$ cat src/rtl/mips_pkg.sv
// Shared encodings and payload types for the write-back stage.
package mips_pkg;

   localparam int unsigned WORD_W   = 32;
   localparam int unsigned REG_AW   = 5;
   localparam int unsigned SEL_W    = 4;
   localparam int unsigned OP_W     = 8;

   localparam logic [WORD_W-1:0] RESET_PC = 32'h0000_3000;

   // Register write-data source codes
   typedef enum logic [SEL_W-1:0] {
      SEL_ALU = 4'd0,
      SEL_MEM = 4'd1,
      SEL_PC8 = 4'd2,
      SEL_HI  = 4'd3,
      SEL_LO  = 4'd4,
      SEL_CP0 = 4'd5
   } wd_sel_e;

   // Operation codes that change how the memory word is extracted
   typedef enum logic [OP_W-1:0] {
      OP_LW  = 8'd32,
      OP_LB  = 8'd33,
      OP_LBU = 8'd34,
      OP_LH  = 8'd35,
      OP_LHU = 8'd36
   } load_op_e;

   // One committed register write as seen by the trace port
   typedef struct packed {
      logic [WORD_W-1:0] pc;
      logic [REG_AW-1:0] rd;
      logic [WORD_W-1:0] data;
   } trace_t;

endpackage

$ cat src/rtl/grf.sv
// General register file: 31 writable words ($0 hardwired to zero),
// one write port, two combinational read ports with write-through bypass.
module grf
   import mips_pkg::*;
(
   input  logic              clk,
   input  logic              reset,
   input  logic              we,
   input  logic [REG_AW-1:0] a3,
   input  logic [WORD_W-1:0] wd,
   input  logic [REG_AW-1:0] a1,
   input  logic [REG_AW-1:0] a2,
   output logic [WORD_W-1:0] rd1,
   output logic [WORD_W-1:0] rd2
);

   logic [WORD_W-1:0] regs [1:31];
   logic              wr_hit;

   // A write is only real for a nonzero destination outside reset
   assign wr_hit = reset && we && (a3 != '0);

   // Register array: async clear, single write port
   always_ff @(posedge clk or negedge reset) begin
      if (!reset) begin
         for (int i = 1; i < 32; i++) begin
            regs[i] <= '0;
         end
      end else if (we && (a3 != '0)) begin
         regs[a3] <= wd;
      end
   end

   // Read port 1: zero for $0, same-cycle write data on address match
   always_comb begin
      rd1 = '0;
      if (a1 != '0) begin
         if (wr_hit && (a3 == a1)) begin
            rd1 = wd;
         end else begin
            rd1 = regs[a1];
         end
      end
   end

   // Read port 2: same rules as port 1
   always_comb begin
      rd2 = '0;
      if (a2 != '0) begin
         if (wr_hit && (a3 == a2)) begin
            rd2 = wd;
         end else begin
            rd2 = regs[a2];
         end
      end
   end

endmodule

$ cat src/rtl/wb_stage.sv
// Write-back stage: load extraction, write-data select, register file
// ownership, forwarding outputs and an optional commit trace.
module wb_stage
   import mips_pkg::*;
#(
   parameter int unsigned DATA_W   = WORD_W,
   parameter bit          TRACE_EN = 1'b1
) (
   input  logic              clk,
   input  logic              reset,
   input  logic [DATA_W-1:0] W_PC_i,
   input  logic [OP_W-1:0]   W_ALUop_i,
   input  logic [DATA_W-1:0] W_MemRead_i,
   input  logic [DATA_W-1:0] W_ALUout_i,
   input  logic [DATA_W-1:0] W_HI_i,
   input  logic [DATA_W-1:0] W_LO_i,
   input  logic [DATA_W-1:0] W_CP0out_i,
   input  logic              W_RegWrite_i,
   input  logic [REG_AW-1:0] W_RegA3_i,
   input  logic [SEL_W-1:0]  W_RegWDsel_i,
   input  logic [REG_AW-1:0] D_A1_i,
   input  logic [REG_AW-1:0] D_A2_i,
   output logic [DATA_W-1:0] D_RD1_o,
   output logic [DATA_W-1:0] D_RD2_o,
   output logic [DATA_W-1:0] W_RegWD_o,
   output logic              W_WE_o,
   output logic [REG_AW-1:0] W_RegA3_o,
   output logic              trace_valid_o,
   output logic [DATA_W-1:0] trace_pc_o,
   output logic [REG_AW-1:0] trace_reg_o,
   output logic [DATA_W-1:0] trace_data_o
);

   logic [1:0]        off;
   logic [7:0]        lane_b;
   logic [15:0]       lane_h;
   logic [DATA_W-1:0] load_data;
   logic [DATA_W-1:0] pc8;
   logic [DATA_W-1:0] wd;
   logic              we;

   assign off = W_ALUout_i[1:0];
   assign pc8 = W_PC_i + DATA_W'(8);

   // Pick the addressed byte lane and half-word (off[0] ignored for halves)
   always_comb begin
      lane_b = W_MemRead_i[7:0];
      case (off)
         2'd0:    lane_b = W_MemRead_i[7:0];
         2'd1:    lane_b = W_MemRead_i[15:8];
         2'd2:    lane_b = W_MemRead_i[23:16];
         default: lane_b = W_MemRead_i[31:24];
      endcase
      lane_h = off[1] ? W_MemRead_i[31:16] : W_MemRead_i[15:0];
   end

   // Extend the selected lane according to the load flavour
   always_comb begin
      load_data = W_MemRead_i;
      case (W_ALUop_i)
         OP_LW:   load_data = W_MemRead_i;
         OP_LB:   load_data = {{(DATA_W-8){lane_b[7]}}, lane_b};
         OP_LBU:  load_data = {{(DATA_W-8){1'b0}}, lane_b};
         OP_LH:   load_data = {{(DATA_W-16){lane_h[15]}}, lane_h};
         OP_LHU:  load_data = {{(DATA_W-16){1'b0}}, lane_h};
         default: load_data = W_MemRead_i;
      endcase
   end

   // Write-data source mux; unassigned codes yield zero
   always_comb begin
      wd = '0;
      case (W_RegWDsel_i)
         SEL_ALU: wd = W_ALUout_i;
         SEL_MEM: wd = load_data;
         SEL_PC8: wd = pc8;
         SEL_HI:  wd = W_HI_i;
         SEL_LO:  wd = W_LO_i;
         SEL_CP0: wd = W_CP0out_i;
         default: wd = '0;
      endcase
   end

   assign we        = W_RegWrite_i && (W_RegA3_i != '0);
   assign W_WE_o    = we;
   assign W_RegWD_o = wd;
   assign W_RegA3_o = W_RegA3_i;

   grf u_grf (
      .clk   (clk),
      .reset (reset),
      .we    (we),
      .a3    (W_RegA3_i),
      .wd    (wd),
      .a1    (D_A1_i),
      .a2    (D_A2_i),
      .rd1   (D_RD1_o),
      .rd2   (D_RD2_o)
   );

   generate
      if (TRACE_EN) begin : g_trace
         trace_t trace_q;
         logic   valid_q;

         // Record each committed write; payload holds across idle cycles
         always_ff @(posedge clk or negedge reset) begin
            if (!reset) begin
               valid_q <= 1'b0;
               trace_q <= '{pc: RESET_PC, rd: '0, data: '0};
            end else begin
               valid_q <= we;
               if (we) begin
                  trace_q <= '{pc: W_PC_i, rd: W_RegA3_i, data: wd};
               end
            end
         end

         assign trace_valid_o = valid_q;
         assign trace_pc_o    = trace_q.pc;
         assign trace_reg_o   = trace_q.rd;
         assign trace_data_o  = trace_q.data;
      end else begin : g_no_trace
         assign trace_valid_o = 1'b0;
         assign trace_pc_o    = '0;
         assign trace_reg_o   = '0;
         assign trace_data_o  = '0;
      end
   endgenerate

endmodule

$ cat config.mk
export PLATFORM = sky130hd
export DESIGN_NAME = wb_stage
export DESIGN_NICKNAME = d
export VERILOG_FILES = /design/src/rtl/mips_pkg.sv /design/src/rtl/grf.sv /design/src/rtl/wb_stage.sv
export SDC_FILE = /design/constraint.sdc
export NUM_CORES = 2
export LEC_CHECK = 0
export ABC_AREA = 1
export CORE_MARGIN = 2
export CORE_UTILIZATION = 27
export DETAILED_ROUTE_END_ITERATION = 10
export DONT_BUFFER_PORTS = 1
export SLEW_MARGIN = 40
export SYNTH_ARGS = -nofsm -noshare
export SYNTH_HDL_FRONTEND = slang
export SYNTH_SLANG_ARGS = --single-unit
$ cat constraint.sdc
create_clock -name clk -period 5.5 [get_ports clk]
set_input_delay 0.825 -clock clk [delete_from_list [all_inputs] [get_ports clk]]
set_output_delay 0.825 -clock clk [all_outputs]
set_load 0.1 [all_outputs]
==> impl_metrics.tcl <==
set metrics [dict create \
    outcome "finished, violations left" \
    violations "slew limit, setup timing" \
    die_h_um 489.7 \
    cp-start-kind "input pin" \
    cp_top_family "buffers and inverters" \
    synth.area.mux_share_pct 0 \
    syn_nets 9957 \
    area_delta_synth_final_pct 14.32 \
    crit_required_ps 4680 \
    fin_crit_ps 6163 \
    p_seq_share_pct 42.4 \
    syn_area_um2 63700 \
    clk_latency_ps 770 \
    fp-row-count 178 \
    p_leak_nw 35.18 \
    setup_slack_ps -663.4 \
    finClkSkew_ps 0 \
    syn_area_per_cell_um2 6.544 \
    final_antenna_net_count 0 \
    synthArstFlopShare_pct 100.0 \
    placed_cell_area_um2 68470 \
    worst_path_largest_cell_delay_ps 1360 \
    rrSetupSlack_ps 4250 \
    worstReg2RegStart "trace_pc_o[2]" \
    max_freq_mhz 162.2 \
    cts_buffer_depth 3 \
    p_sw_mw 8.162 \
    synthXorXnorAreaFrac_pct 0.08250 \
    synth_warnings 0 \
    drt-vias-per-instance 5.474 \
    crit_slowest_cell "inv_8" \
    layout-drive-gt1-share_pct 7.079 \
    nNetsFinal 9584 \
    p_int_mw 15.35 \
    routedWlPerCell_um 25.37 \
    gp_congestion 0.9815 \
    fill_cells 25570 \
    crit_chain "inv_8, buf_4, nor2_1, nor2_1, o21ai_0, nand3_1, nand3_1, nand2_1, nand2_1, nand3_1, nand2_1, inv_1, buf_12" \
    grt_pass1_vias 62820 \
    grt_setup_unrepaired "no" \
    fin_area_um2 72820 \
    reg2regPathDepth 2 \
    tightest_slew_ps 2334 \
    antenna_found_initial 29 \
    cts.sinks 1062 \
    cts_root_buf "clkbuf_16" \
    path_max_fanout 594 \
    synth-seq-cells 1062 \
    grt_pass1_wl_um 458000 \
    clkPwrFrac_pct 36.6 \
    r2r_end "trace_pc_o[2]" \
    comb_power_share_pct 21.0 \
    syn_inst 9734 \
    synth_edf_count 0 \
    p_per_area_nw_per_um2 322.9 \
    finalWirelength_um 320400 \
    relSlewSlack_pct -55.59 \
    vias 69140 \
    synthAdderAreaFrac_pct 0.01964 \
    portBuffers 0 \
    yosys.area_share.simple_pct 38.91 \
    dr.pass1.iters 8 \
    initial_core_util_pct 27.11 \
    cp-end-kind "primary output" \
    drc 0 \
    cts.clk_slew.worst_paths_ps 70 \
    irDropWorstVdd_mv 0.2753 \
    path_buf_inv 4 \
    cts_resized 0 \
    grt_overflow 0 \
    cts_setup_buffers 0 \
    die_area_um2 239800 \
    setup.worst_path.class "input pin to primary output" \
    grt_start_max_net_pins 701 \
    synthFlopType "dfrtp_1" \
    cts_tree "done" \
    synthDistinctLibCells 35 \
    netSwitchingFraction_pct 34.72 \
    maxCapViolations 0 \
    seq_area_um2 26660 \
    synth_compound_area_share_pct 10.98 \
    multi_input_area_um2 32320 \
    place_hpwl_um 189700 \
    grt_usage_pct 25.90 \
    p_total_mw 23.51 \
    critPathArrivalTime_ps 5340 \
    synth_seq_area_share_pct 41.73 \
    die_x_um 489.7 \
    cts_buffers 118 \
    period_share_pct 112.1 \
    io_pins 394 \
    coreArea_um2 235000 \
    finalHoldViolCount 0 \
    drt_iter0_markers 11010 \
    slew_viol_final 338 \
    setup_viol 32 \
    hp-class "input pin to async pin" \
    htreeDepth 3 \
    synth_top_family_by_area "simple AND/OR/NAND/NOR gates" \
]
[power by group through the flow]
stage | combinational (mW) | sequential [mW] | clock [mW]
after floorplan | 3.29 | 9.86 | 0
after global placement | 4.61 | 10.1 | 0
after detailed placement | 4.69 | 10.1 | 0
after CTS | 4.73 | 9.94 | 8.60
after global routing | 5.37 | 10.1 | 8.93
final | 4.94 | 9.98 | 8.60
[kinds of logic (layout without fill, tap and decap cells)]
logic type	Yosys count	count (layout)
and+or+nand+nor	6111	6111
buffers and inverters	1299	1029
AOI/OAI and AO/OA	1255	1255
DFF	1062	1062
xor gates and xnor gates	6	6
adders and majority gates	1	1
other	0	17
[worst max-delay path by stage]
stage | from | end | cells after the start | slack [ps]
5_1_grt | D_A1_i[0] | D_RD1_o[23] | 14 | 220
3_3_place_gp | reset | D_RD1_o[25] | 10 | -60
3_5_place_dp | reset | D_RD1_o[6] | 11 | 650
4_1_cts | reset | D_RD1_o[6] | 11 | 800
2_1_floorplan | D_A2_i[0] | D_RD2_o[30] | 12 | 1900
6_report | D_A2_i[0] | D_RD2_o[5] | 13 | -660
[cell type report]
| cell class | instances | share of cell area [%] |
|---|---|---|
| clock buffer | 176 | 4.784 |
| inverter | 527 | 2.815 |
| antenna | 17 | 0.05842 |
| clock inverter | 47 | 0.8402 |
| timing repair buffer | 279 | 5.086 |
| tap | 3150 | 5.413 |
| sequential | 1062 | 36.61 |
| multi-input combinational | 7373 | 44.39 |
[cell usage in the layout (no fill, tap or decap), drive strengths merged]
cell type / count
a211oi: 8
a21oi: 246
a22o: 1
a31oi: 193
buf: 277
bufinv: 13
clkbuf: 177
clkinv: 51
clkinvlp: 4
dfrtp: 1060
dfstp: 2
diode: 17
dlygate4sd3: 1
ha: 1
inv: 506
nand2: 4376
nand3: 1269
nand3b: 1
nand4: 28
nor2: 415
nor3: 18
o211ai: 173
o21ai: 633
o21bai: 1
or2: 4
xnor2: 6
[per-stage QoR]
| step | utilization, % | setup TNS [ps] | worst slack, ps | hold slack (ps) | instances |
|---|---|---|---|---|---|
| floorplan | - | 0 | 1903 | 448.9 | 9734 |
| global placement | 28.96 | -882.2 | -64.15 | 462.7 | 12370 |
| detailed placement | 29.14 | 0 | 646.4 | 465.3 | 12380 |
| CTS | 30.90 | 0 | 795.5 | 12.76 | 12610 |
| global route | 30.98 | 0 | 218.6 | 26.78 | 12620 |
| finish | 30.99 | -13400 | -663.4 | 19.43 | 12630 |
[state kept, by name, summed over array words and instances (netlist names)]
register	cells
u_grf.regs	992
trace_data_o	32
trace_pc_o	32
trace_reg_o	5
trace_valid_o	1
[what timing repair did]
item / CTS / global route
hold buffers: 2 / 0
endpoints found under the hold margin: 130 / 0
endpoints found under the setup margin: 0 / 4
[synthesized netlist by cell type (3+ instances only)]
cell type / count / area share (%)
xnor2_1: 6 / 0.082
a31oi_1: 193 / 1.9
nor2_1: 409 / 2.4
nand2_2: 18 / 0.18
o211ai_1: 173 / 2.0
or2_2: 4 / 0.039
o21ai_1: 31 / 0.24
buf_6: 3 / 0.053
inv_1: 483 / 2.8
clkinv_1: 32 / 0.19
nand3_2: 11 / 0.17
nand2_1: 4358 / 26
nor2_2: 5 / 0.049
clkbuf_1: 429 / 2.5
dfrtp_1: 1060 / 42
buf_4: 43 / 0.51
a21oi_1: 244 / 1.9
nor3_1: 13 / 0.10
nand4_1: 28 / 0.28
buf_1: 123 / 0.72
nor3_2: 4 / 0.063
nand3_1: 1258 / 9.9
buf_2: 174 / 1.4
o21ai_0: 601 / 4.7
inv_2: 12 / 0.071
a211oi_1: 8 / 0.094
[metal layers]
layer	wire [µm]	track usage, %	vias up	part of all wire (%)
li1	-	-	30440	-
met1	123200	33.43	32990	38
met2	131000	36.84	4720	41
met3	47430	10.51	970	15
met4	18650	13.41	16	5.8
met5	98	0	-	0.031
(Power assumes the default switching activity.)
